File: src/rtl/display_scan_ctrl.sv
// Multiplexed 7-segment scan controller with a Nios II custom-instruction port.
// Define DISPLAY_SCAN_DP_EN to add a per-digit decimal point and the dp output.
package display_scan_pkg;
  typedef struct packed {
    logic       dp;
    logic       blank;
    logic [3:0] val;
  } cell_t;

  typedef enum logic {SHOW, BLANK} state_t;

  function automatic logic [6:0] hex7(input logic [3:0] v);
    logic [6:0] s;
    case (v)
      4'h0: s = 7'b1111110;
      4'h1: s = 7'b0110000;
      4'h2: s = 7'b1101101;
      4'h3: s = 7'b1111001;
      4'h4: s = 7'b0110011;
      4'h5: s = 7'b1011011;
      4'h6: s = 7'b1011111;
      4'h7: s = 7'b1110000;
      4'h8: s = 7'b1111111;
      4'h9: s = 7'b1111011;
      4'hA: s = 7'b1110111;
      4'hB: s = 7'b0011111;
      4'hC: s = 7'b1001110;
      4'hD: s = 7'b0111101;
      4'hE: s = 7'b1001111;
      default: s = 7'b1000111;
    endcase
    return s;
  endfunction
endpackage

// One digit's storage; comes out of reset blank.
module display_scan_digit
  import display_scan_pkg::*;
(
  input  logic  clk,
  input  logic  reset_n,
  input  logic  we_i,
  input  cell_t wdata_i,
  output cell_t q_o
);
  cell_t q_q;

  always_ff @(posedge clk or negedge reset_n) begin
    if (!reset_n) q_q <= '{dp: 1'b0, blank: 1'b1, val: 4'd0};
    else if (we_i) q_q <= wdata_i;
  end

  assign q_o = q_q;
endmodule

module display_scan_ctrl
  import display_scan_pkg::*;
#(
  parameter int DIGITS       = 4,
  parameter int REFRESH_DIV  = 50000,
  parameter int BLANK_CYCLES = 8
) (
  input  logic              clk,
  input  logic              reset_n,
  input  logic              start,
  input  logic [1:0]        n,
  input  logic [31:0]       dataa,
  input  logic [31:0]       datab,
  output logic              done,
  output logic [31:0]       result,
  output logic [6:0]        display,
  output logic [DIGITS-1:0] digit_sel
`ifdef DISPLAY_SCAN_DP_EN
  ,
  output logic              dp
`endif
);
  localparam int IW   = $clog2(DIGITS);
  localparam int CMAX = (REFRESH_DIV > BLANK_CYCLES) ? REFRESH_DIV : BLANK_CYCLES;
  localparam int CW   = $clog2(CMAX + 1);

  cell_t [DIGITS-1:0] cells;
  logic  [DIGITS-1:0] we;
  logic  [DIGITS-1:0] mask_q;
  cell_t              wcell, rd_cell;
  logic  [2:0]        addr;
  logic  [31:0]       res_d, result_q;
  logic               done_q;
  logic               unused_ok;

  assign addr      = dataa[2:0];
  assign unused_ok = ^{dataa, datab};

  always_comb begin
    wcell.val   = datab[3:0];
    wcell.blank = datab[4];
`ifdef DISPLAY_SCAN_DP_EN
    wcell.dp    = datab[5];
`else
    wcell.dp    = 1'b0;
`endif
  end

  // Addresses past the last digit match no cell: writes drop, reads return 0.
  always_comb begin
    we      = '0;
    rd_cell = '0;
    for (int i = 0; i < DIGITS; i++) begin
      we[i] = start && (n == 2'd0) && (addr == 3'(i));
      if (addr == 3'(i)) rd_cell = cells[i];
    end
  end

  for (genvar g = 0; g < DIGITS; g++) begin : g_dig
    display_scan_digit u_dig (
      .clk     (clk),
      .reset_n (reset_n),
      .we_i    (we[g]),
      .wdata_i (wcell),
      .q_o     (cells[g])
    );
  end

  always_comb begin
    res_d = '0;
    case (n)
      2'd0, 2'd1: res_d = {26'd0, rd_cell};
      2'd2:       res_d = 32'(mask_q);
      default:    res_d = '0;
    endcase
  end

  always_ff @(posedge clk or negedge reset_n) begin
    if (!reset_n) begin
      done_q   <= 1'b0;
      result_q <= '0;
      mask_q   <= '1;
    end else begin
      done_q   <= start;
      result_q <= start ? res_d : '0;
      if (start && n == 2'd2) mask_q <= datab[DIGITS-1:0];
    end
  end

  state_t            state_q;
  logic [IW-1:0]     idx_q, idx_nxt;
  logic [CW-1:0]     cnt_q;
  logic [6:0]        display_q;
  logic [DIGITS-1:0] sel_q;
`ifdef DISPLAY_SCAN_DP_EN
  logic              dp_q;
`endif

  assign idx_nxt = (idx_q == IW'(DIGITS - 1)) ? '0 : idx_q + IW'(1);

  // Outputs are registered from the current state, so they trail the
  // state by one cycle and storage writes show up the cycle after done.
  always_ff @(posedge clk or negedge reset_n) begin
    if (!reset_n) begin
      state_q   <= SHOW;
      idx_q     <= '0;
      cnt_q     <= '0;
      display_q <= '0;
      sel_q     <= '0;
`ifdef DISPLAY_SCAN_DP_EN
      dp_q      <= 1'b0;
`endif
    end else begin
      case (state_q)
        SHOW: begin
          sel_q     <= mask_q & (DIGITS'(1) << idx_q);
          display_q <= (cells[idx_q].blank || !mask_q[idx_q]) ? 7'd0
                                                              : hex7(cells[idx_q].val);
`ifdef DISPLAY_SCAN_DP_EN
          dp_q      <= mask_q[idx_q] & cells[idx_q].dp;
`endif
          if (cnt_q == CW'(REFRESH_DIV - 1)) begin
            cnt_q <= '0;
            if (BLANK_CYCLES == 0) idx_q <= idx_nxt;
            else state_q <= BLANK;
          end else begin
            cnt_q <= cnt_q + CW'(1);
          end
        end
        default: begin
          sel_q     <= '0;
          display_q <= '0;
`ifdef DISPLAY_SCAN_DP_EN
          dp_q      <= 1'b0;
`endif
          if (cnt_q == CW'(BLANK_CYCLES - 1)) begin
            cnt_q   <= '0;
            idx_q   <= idx_nxt;
            state_q <= SHOW;
          end else begin
            cnt_q <= cnt_q + CW'(1);
          end
        end
      endcase
    end
  end

  assign done      = done_q;
  assign result    = result_q;
  assign display   = display_q;
  assign digit_sel = sel_q;
`ifdef DISPLAY_SCAN_DP_EN
  assign dp        = dp_q;
`endif
endmodule

File: config.mk
export PLATFORM = sky130hd
export DESIGN_NAME = display_scan_ctrl
export DESIGN_NICKNAME = d
export VERILOG_FILES = /design/src/rtl/display_scan_ctrl.sv
export SDC_FILE = /design/constraint.sdc
export NUM_CORES = 1
export LEC_CHECK = 0
export ABC_AREA = 0
export CAP_MARGIN = 30
export CELL_PAD_IN_SITES_DETAIL_PLACEMENT = 1
export CELL_PAD_IN_SITES_GLOBAL_PLACEMENT = 2
export CORE_MARGIN = 2
export CORE_UTILIZATION = 28
export DETAILED_ROUTE_END_ITERATION = 6
export PLACE_DENSITY_LB_ADDON = 0.25
export SLEW_MARGIN = 20
export SYNTH_ARGS = -nofsm -noshare
export SYNTH_HDL_FRONTEND = slang
export SYNTH_SLANG_ARGS = --single-unit
File: constraint.sdc
create_clock -name clk -period 2.7 [get_ports clk]
set_input_delay 0.27 -clock clk [delete_from_list [all_inputs] [get_ports clk]]
set_output_delay 0.27 -clock clk [all_outputs]
set_load 0.02 [all_outputs]
==> results.yml <==
status:
  status: "completed"
global_routing:
  antenna_found_initial: 0
  grt_max_degree: 61
  grt_pass1_vias: 2276
  track_usage_pct: 12.7
  grt_pass1_wl_um: 12300
  grt_overflow_total: 0
setup_path:
  critical-path-top-delay-family: "multiplexers"
  crit_path_frequent_cell: "nor2_1"
  critPathKind: "flip-flop to flip-flop"
  critPathLaunchType: "flip-flop"
  rrSetupSlack_ns: 0.57
  regToRegStartpoint: "idx_q[0]"
  ff2ff_path_depth: 7
  critPathBufInv: 1
  cp.required_ns: 2.91
  crit_path_max_incr_delay_ns: 0.63
  crit_start: "idx_q[0]"
  crit_slowest_cell: "mux4_2"
  crit_path_end_kind: "flip-flop"
  critPathMaxFanout: 5
  crit_chain: "mux4_2 > inv_1 > ha_1 > nor2_1 > a211o_1 > a21oi_1 > nor2_1"
  arrival_ns: 2.34
  r2r-end: "display[6]"
synthesis:
  synth_top_flop_cell: "dfrtp_1"
  yosys_warnings: 0
  ys_ff_latch: 60
  syn_area_per_cell_um2: 11.3
  netlist_instances: 285
  synth-async-reset-ratio_pct: 100
  syn_area_um2: 3210
  synth_edf_count: 0
  netlist-cell-type-count: 45
  ys_seq_area_share_pct: 47.1
routing:
  dr.first_iter.drc_count: 92
  dr.pass1.iters: 4
  postRouteAntennaNets: 0
  wirelength_um: 7390
  met1Wirelength_um: 3500
  vias: 2188
  route.met2.wl_um: 3520
  highest_layer: "met4"
  vias_per_cell: 4.62
  met3_length_um: 239
  wl_per_cell_um: 15.6
  drcViolationCount: 0
job:
  cap_violations: 0
final_layout:
  layout.cells.non_filler: 474
  area_growth_pct: 20.5
  antenna_cells: 0
  drive_gt1_share_pct: 19.9
  postLayoutCellArea_um2: 3870
  nNetsFinal: 406
  final_util_pct: 34.2
  final_common_cell: "dfrtp_1"
  mostFrequentLayoutCells: "dfrtp_1, clkdlybuf4s50_1, conb_1"
floorplanning:
  io_pins: 113
  core_area_um2: 11300
  rows: 39
  die_height_um: 111
  start_util_pct: 28.4
  die-area_um2: 12300
  die_x_um: 111
sta:
  min_period_ns: 2.13
  skew_ns: 0.00531
  slew_viol_final: 0
  hold_viol_final: 0
  relSlewSlack_pct: 49.0
  timing.final.crit_share_pct: 78.9
  rsz0062_at_grt: "no"
  setup_viol: 0
  fmax_mhz: 470
  tns_ns: 0
  tightest_slew_ns: 0.766
place:
  dp_hpwl_um: 5210
  placed_area_um2: 3590
  port_buffers: 29
  globalplace.congestion: 0.759
  dp.cells: 458
cts:
  clk_pin_slew_ns: 0.05
  cts_hold_buf: 0
  post_cts.resized_instances: 0
  htreeDepth: 3
  cts_tree: "yes"
  clockBufferDepth: 2
  cts-root-buf: "clkbuf_16"
  cts.sinks: 60
  cts_setup_buffers: 0
  cts_made_buffers: 9
  clkLatencyLatePin_ns: 0.33
power:
  ir_drop_v: 0.000311
  power.total_mw: 2.74
  p_per_area_nw_per_um2: 708
  p_leak_nw: 1.74
hold_path:
  hold_class: "input pin to asynchronous set/reset pin"
[through the flow]
stage / hold WS (ns) / worst slack (ns)
finish: 0.0811 / 0.570
global route: 0.187 / 0.400
CTS: 0.141 / 0.551
detailed placement: 0.458 / 0.463
global placement: 0.460 / 0.527
floorplan: -0.0256 / 0.624
[registers in the layout, summed over array words and instances, names as in the netlist]
| register | count |
|---|---|
| mask_q | 4 |
| digit_sel | 4 |
| idx_q | 2 |
| g_dig.u_dig.q_o | 20 |
| done | 1 |
| cnt_q | 16 |
| display | 7 |
| state_q | 1 |
| result | 5 |
[kinds of logic (layout without fill, tap and decap cells)]
family                   after synthesis  after routing  synth area share (%)
AO/OA/AOI/OAI                         34             34                  7.29
buffers and inverters                 41             61                  8.50
adder cells (fa/ha/maj)               11             11                  4.29
other                                  1             27                 0.117
flip-flops                            60             60                  47.1
XOR/XNOR                              18             18                  4.91
multiplexers                          36             36                  14.3
AND/OR/NAND/NOR                       84             84                  13.5
[power by group]
group          internal, mW  switching (mW)
clock network         0.714           0.392
registers              1.02          0.0819
logic                 0.250           0.279
[layout make-up]
class,instances,area [um2]
Clock buffer,14,244
Clock inverter,2,35.0
Fill cell,1255,7450
Inverter,8,30.0
Multi-Input combinational cell,210,1520
Sequential cell,60,1510
Tap cell,143,179
Timing Repair Buffer,37,345
[worst register-to-register path, delay by kind of cell (launching register included)]
family | cells | cell delay, ns
compound gates | 2 | 0.44
fa+ha+maj | 1 | 0.24
buf+inv | 1 | 0.18
flops | 1 | 0.41
mux | 1 | 0.63
simple gates | 2 | 0.12
[cell usage after synthesis, drive strengths merged, types with 2 or more instances]
master	instances	area (um2)
mux2	31	368
o221ai	4	35.0
nand3b	2	18.8
nand2	16	60.1
and3	8	50.1
a21oi	6	30.0
dfrtp	52	1300
buf	32	239
a211o	2	17.5
nor4	2	12.5
mux4	3	67.6
mux2i	2	23.8
nand4	4	25.0
o21ai	7	35.0
nand2b	3	18.8
a211oi	6	45.0
nor3	7	35.0
xnor2	5	43.8
ha	11	138
o22ai	2	12.5
xor2	13	114
a221oi	3	26.3
nand3	7	35.0
inv	8	30.0
dfstp	8	210
nor2	23	86.3
nor2b	6	37.5
nor3b	2	20.0
[how the worst max path moves through the flow]
| stage | endpoint | slack (ns) | cells after the start |
|---|---|---|---|
| floorplan | display[6] | 0.62 | 8 |
| global placement | g_dig[0].u_dig.q_o[1] | 0.53 | 5 |
| detailed placement | g_dig[0].u_dig.q_o[2] | 0.46 | 5 |
| CTS | display[6] | 0.55 | 7 |
| global route | display[6] | 0.40 | 8 |
| finish | display[6] | 0.57 | 7 |
[metal layers]
layer	GRT usage, %	vias up
met3	3.01	8
met1	16.8	1101
met4	5.43	0
li1	-	1037
met2	19.9	42
met5	0	-
(Power assumes the default switching activity.)
